===== src/rtl/segvect_match_resolver.sv =====
// Two-stage resolver that reduces a segment vector to a match/conflict verdict with a rule ID.
// Stage 1 registers per-segment flags. Stage 2 registers the verdict. Hit/miss counters saturate.
module segvect_match_resolver #(
  parameter int unsigned KWID   = 104,
  parameter int unsigned DWID   = 8,
  parameter int unsigned SEGWID = DWID + 2,
  parameter int unsigned NSEG   = KWID / DWID,
  parameter int unsigned VTWID  = SEGWID * NSEG,
  parameter int unsigned CWID   = 32
) (
  input  logic             clk,
  input  logic             rst,
  input  logic             in_vld,
  output logic             in_rdy,
  input  logic [VTWID-1:0] in_vec,
  output logic             out_vld,
  input  logic             out_rdy,
  output logic             out_match,
  output logic             out_conflict,
  output logic [DWID-1:0]  out_id,
  input  logic             cnt_clr,
  output logic [CWID-1:0]  hit_cnt,
  output logic [CWID-1:0]  miss_cnt
);

  localparam logic [CWID-1:0] CntOne = CWID'(1);

  logic            w_adv;
  logic            w_fire;
  logic [NSEG-1:0] w_cov;
  logic [NSEG-1:0] w_con;
  logic [DWID-1:0] w_id [NSEG];
  logic            w_all_cov;
  logic            w_any_con;
  logic            w_same;
  logic [DWID-1:0] w_ref_id;

  logic            r_s1_vld;
  logic [NSEG-1:0] r_s1_cov;
  logic [NSEG-1:0] r_s1_con;
  logic [DWID-1:0] r_s1_id [NSEG];
  logic            r_out_vld;
  logic            r_out_match;
  logic            r_out_conflict;
  logic [DWID-1:0] r_out_id;
  logic [CWID-1:0] r_hit_cnt;
  logic [CWID-1:0] r_miss_cnt;

  // A single enable for both stages keeps the pipeline free of internal skid state.
  assign w_adv  = !r_out_vld || out_rdy;
  assign w_fire = r_out_vld && out_rdy;
  assign in_rdy = w_adv;

  always_comb begin
    w_cov = '0;
    w_con = '0;
    for (int s = 0; s < int'(NSEG); s++) begin
      w_cov[s] = in_vec[s*SEGWID+DWID] | in_vec[s*SEGWID+DWID+1];
      w_con[s] = in_vec[s*SEGWID+DWID] & ~in_vec[s*SEGWID+DWID+1];
      w_id[s]  = in_vec[s*SEGWID +: DWID];
    end
  end

  always_ff @(posedge clk or negedge rst) begin
    if (!rst) begin
      r_s1_vld <= 1'b0;
      r_s1_cov <= '0;
      r_s1_con <= '0;
      for (int s = 0; s < int'(NSEG); s++) r_s1_id[s] <= '0;
    end else if (w_adv) begin
      r_s1_vld <= in_vld;
      r_s1_cov <= w_cov;
      r_s1_con <= w_con;
      for (int s = 0; s < int'(NSEG); s++) r_s1_id[s] <= w_id[s];
    end
  end

  // Scanning downward leaves the lowest-index contributing ID as the reference.
  always_comb begin
    w_all_cov = &r_s1_cov;
    w_any_con = |r_s1_con;
    w_ref_id  = '0;
    for (int s = int'(NSEG) - 1; s >= 0; s--) begin
      if (r_s1_con[s]) w_ref_id = r_s1_id[s];
    end
    w_same = 1'b1;
    for (int s = 0; s < int'(NSEG); s++) begin
      if (r_s1_con[s] && (r_s1_id[s] != w_ref_id)) w_same = 1'b0;
    end
  end

  always_ff @(posedge clk or negedge rst) begin
    if (!rst) begin
      r_out_vld      <= 1'b0;
      r_out_match    <= 1'b0;
      r_out_conflict <= 1'b0;
      r_out_id       <= '0;
    end else if (w_adv) begin
      r_out_vld      <= r_s1_vld;
      r_out_match    <= w_all_cov & w_any_con & w_same;
      r_out_conflict <= w_all_cov & w_any_con & ~w_same;
      r_out_id       <= w_ref_id;
    end
  end

  always_ff @(posedge clk or negedge rst) begin
    if (!rst) begin
      r_hit_cnt  <= '0;
      r_miss_cnt <= '0;
    end else if (cnt_clr) begin
      r_hit_cnt  <= '0;
      r_miss_cnt <= '0;
    end else if (w_fire) begin
      if (r_out_match) begin
        if (r_hit_cnt != '1) r_hit_cnt <= r_hit_cnt + CntOne;
      end else begin
        if (r_miss_cnt != '1) r_miss_cnt <= r_miss_cnt + CntOne;
      end
    end
  end

  assign out_vld      = r_out_vld;
  assign out_match    = r_out_match;
  assign out_conflict = r_out_conflict;
  assign out_id       = r_out_id;
  assign hit_cnt      = r_hit_cnt;
  assign miss_cnt     = r_miss_cnt;

endmodule


===== config.mk =====
export PLATFORM = sky130hd
export DESIGN_NAME = segvect_match_resolver
export DESIGN_NICKNAME = d
export VERILOG_FILES = /design/src/rtl/segvect_match_resolver.sv
export SDC_FILE = /design/constraint.sdc
export NUM_CORES = 1
export LEC_CHECK = 0
export CORE_MARGIN = 4
export CORE_UTILIZATION = 50
export DETAILED_ROUTE_END_ITERATION = 10
export PLACE_DENSITY = 0.77
export RECOVER_POWER = 25
export SETUP_SLACK_MARGIN = 0.05
export SKIP_LAST_GASP = 1
export SYNTH_ARGS = -nofsm -noshare
export SYNTH_HDL_FRONTEND = slang
export SYNTH_SLANG_ARGS = --single-unit

===== constraint.sdc =====
create_clock -name clk -period 3.95 [get_ports clk]
set_input_delay 0.79 -clock clk [delete_from_list [all_inputs] [get_ports clk]]
set_output_delay 0.79 -clock clk [all_outputs]
set_load 0.05 [all_outputs]

==> impl_results.md <==
* Status: finished, violations left
* Failing checks: capacitance limit, slew limit
* Syn avg cell area at around 8.5 um2
* Reg-to-reg slack, setup at between 0.2 and 0.25 ns
* Root Buffer: clkbuf_16
* Routability cong. at slightly above 1
* Setup WS pre-CTS at approximately 0.27 ns
* # diodes at 0
* Worst Setup End Kind: flop
* Starting DRC count in detailed routing at 935
* Final setup vio count at 0
* Synthesized Nets at 1491
* CP Class: reg -> reg
* H-tree lvl count at 1
* Netlist Area Pre-Place at 11600 um2
* Antenna viol nets, final at 0
* Die ar. at approximately 26000 um2
* DRC viols at 0
* Top cell type's share of synthesized area at 0.446
* Crit path DAT at 4.10 ns
* DRT Pass-1 Iters at 5
* Initial antenna violation count at 0
* Top cells by area, synth: dfrtp_1 45%, nand2_1 13%, xor2_1 7.3%
* First-pass GRT wire length at 57700 um
* Initial core utilization at 0.509
* I/O Buffers at between 200 and 250
* Static Leak at around 6.5 nW
* Critical path data required time at 4.34 ns
* Skew final at 0.00985 ns
* Slew Viols, Final at 103
* Filler instances at roughly 1900
* RSZ-0062 raised after global routing: no
* Clock slew at reported path FFs at about 0.060 ns
* Slew @ Worst Pin at between 2 and 3 ns
* Via count at approximately 11000
* Area grow syn2layout at 27.3%
* Startpoint type of the worst setup path: flop
* R2R depth at 11
* Vias in the first global route at 10462
* Syn Inst Count at 1354
* Max cap viols at 1
* TritonCTS Buffers at 23
* Mux cell area share after synthesis at 0.00800
* HPWL after DPL at 28300 um
* Worst Path Max Fanout at 7
* PwrDens at around 450 nW/um2
* Hold Crit Depth at 2
* Reg-to-reg endpoint: out_conflict
* Share of flip-flops with an asynchronous set or reset at 1.00
* CTS tree: built
* Synth cell types at 71
* Core ar. at 22700 um2
* Final critical-path required period at 3.71 ns
* Vias per cell at 5.75
* Worst Hold End: r_s1_cov[7]
* Final setup margin at 0.243 ns
* Final hold violations at 0
* Largest net degree at the start of global routing at 103
* WL final at approximately 37000 um
* CTS sink cnt at 206
* Tot GR Track Use at 0.279
* Worst hold slack at 0.472 ns
* Nets@finish at 1690
* Adder-Cell Fraction of Synth Area at 0.00216
* Compound-gate portion of the synthesized area at 0.133
* Largest family of logic cells by synthesized area: simple AND/OR/NAND/NOR gates
* Post-synth top area cell: dfrtp_1
* Top-Level Pins at 211
* Clock Path Buffers at 3
* Simple logic cell fraction of the synthesized area at 0.264
* WL/cell at 19.9 um
* FF+latch count, synth at 206
* Clock Latency Late Sink at 0.52 ns
* Chip Height at roughly 160 um
* VDD IR max at 0.280 mV
* Dominant synthesized flop cell: dfrtp_1
* Relative slew margins at -0.711
* Share of layout cells above drive strength 1 at 0.0676
* Fmax at approximately 270 MHz
* Std cell rows at 55
* Fin Setup TNS at 0 ns
* Global route overflow at 0
* Worst r2r src: r_s1_con[1]
* Hold WC Path Type: reg -> reg
* Synth Area in XOR/XNOR at 0.111
* HP Start: r_s1_cov[7]
* Sequential-to-total area share from yosys stat at 0.446
* Ys Warns at 0
* EDFF count, synth at 0
* Setup repair bufs after CTS at 0
* Die W at 160 um
* Tcrit/Tclk final at 0.939
layer usage:
metal | vias up | GRT usage | part of all wire | wire, um
li1 | 5015 | - | - | -
met1 | 5110 | 0.378 | 0.43 | 15800
met2 | 459 | 0.459 | 0.46 | 17100
met4 | 0 | 0.0794 | 0.030 | 1100
met5 | - | 0 | 0 | 0
met3 | 71 | 0.0560 | 0.079 | 2920
how the worst max path moves through the flow:
stage	startpoint	to	slack, ns	cells past startpoint
CTS	r_s1_con[5]	out_conflict	0.25	11
detailed placement	r_s1_con[5]	out_conflict	0.27	11
floorplan	r_s1_con[1]	out_conflict	0.81	11
global placement	r_s1_con[5]	out_conflict	0.33	11
global route	r_s1_con[11]	out_conflict	0.08	11
finish	r_s1_con[1]	out_conflict	0.24	11
worst max-delay path, stage by stage, from the launching register on:
cell,delay [ns]
dfrtp_1,0.45
or2_0,0.37
or3_1,0.44
o211a_1,0.27
o21bai_4,0.25
buf_4,0.25
xor2_1,0.09
or4_4,0.43
o41ai_2,0.43
o2111a_1,0.24
nand4_1,0.12
a22o_1,0.23
final cells by class:
type | count | area (um2) | share of cell area
sequential | 206 | 5150 | 0.350
multi-input combinational | 1049 | 6010 | 0.408
timing repair buffer | 249 | 2390 | 0.163
clock buffer | 31 | 656 | 0.0445
tap | 285 | 357 | 0.0242
clock inverter | 10 | 70.1 | 0.00476
inverter | 24 | 92.6 | 0.00629
state kept, by name (all words and copies together), names as in the netlist:
name,cells
hit_cnt,32
miss_cnt,32
out_conflict,1
out_id,8
out_match,1
out_vld,1
r_s1_con,13
r_s1_cov,13
r_s1_id,104
r_s1_vld,1
metrics by stage:
stage / utilization / area, um2 / total power [mW] / cells
global placement: 0.618 / 14000 / 4.56 / 1813
CTS: 0.650 / 14800 / 6.62 / 1854
floorplan: - / 11600 / 3.82 / 1354
detailed placement: 0.618 / 14000 / 4.57 / 1813
global route: 0.649 / 14700 / 6.92 / 1854
finish: 0.649 / 14700 / 6.61 / 1854
power by group:
group | internal, mW | switching [mW]
clock | 1.17 | 0.862
sequential | 2.31 | 0.310
combinational | 0.820 | 1.13
logic make-up (layout without fill, tap and decap cells):
| group | count (synthesis) | in the layout |
|---|---|---|
| simple gates | 681 | 681 |
| flops | 206 | 206 |
| xor+xnor | 147 | 147 |
| buf+inv | 99 | 314 |
| compound gates | 210 | 210 |
| fa+ha+maj | 2 | 2 |
| mux | 9 | 9 |
cell usage after synthesis, types with 4 or more instances:
master     count
a21o_1         5
a221oi_1      16
buf_2         15
inv_1         24
o2111ai_1      6
nand2b_1      18
nor2b_1       13
nor4_1         7
mux2i_1        7
nand3_1       36
o22ai_1        4
nand2_1      390
or4_1          7
o311ai_0       5
and3_1        11
nand4_1       24
dfrtp_1      206
and4_1         5
a31oi_1        8
nor3_1        16
and2_1         4
buf_1          7
o21ai_0       54
nor3b_1        5
or3_1         13
clkbuf_1      47
o211a_1        7
xor2_1        97
nor2_1        96
xnor2_1       50
o221ai_1       9
a21oi_1       39
o2111a_1       7
nand3b_1      26
a2111oi_0      5
cells in the final DEF (no fill, tap or decap), types with 8 or more instances in the layout:
cell / n
nand2_1: 390
clkdlybuf4s50_1: 207
dfrtp_1: 206
xor2_1: 97
nor2_1: 96
o21ai_0: 54
xnor2_1: 50
a21oi_1: 39
buf_4: 38
nand3_1: 36
nand3b_1: 26
nand4_1: 24
inv_1: 23
clkbuf_16: 23
nand2b_1: 18
nor3_1: 16
a221oi_1: 16
or3_1: 13
nor2b_1: 11
and3_1: 11
o221ai_1: 9
a31oi_1: 8
timing repair:
action,4_1_cts,5_1_grt
gates resized for setup,0,1
hold buffers,0,0
setup endpoints to repair,0,1
(Power assumes the default switching activity.)
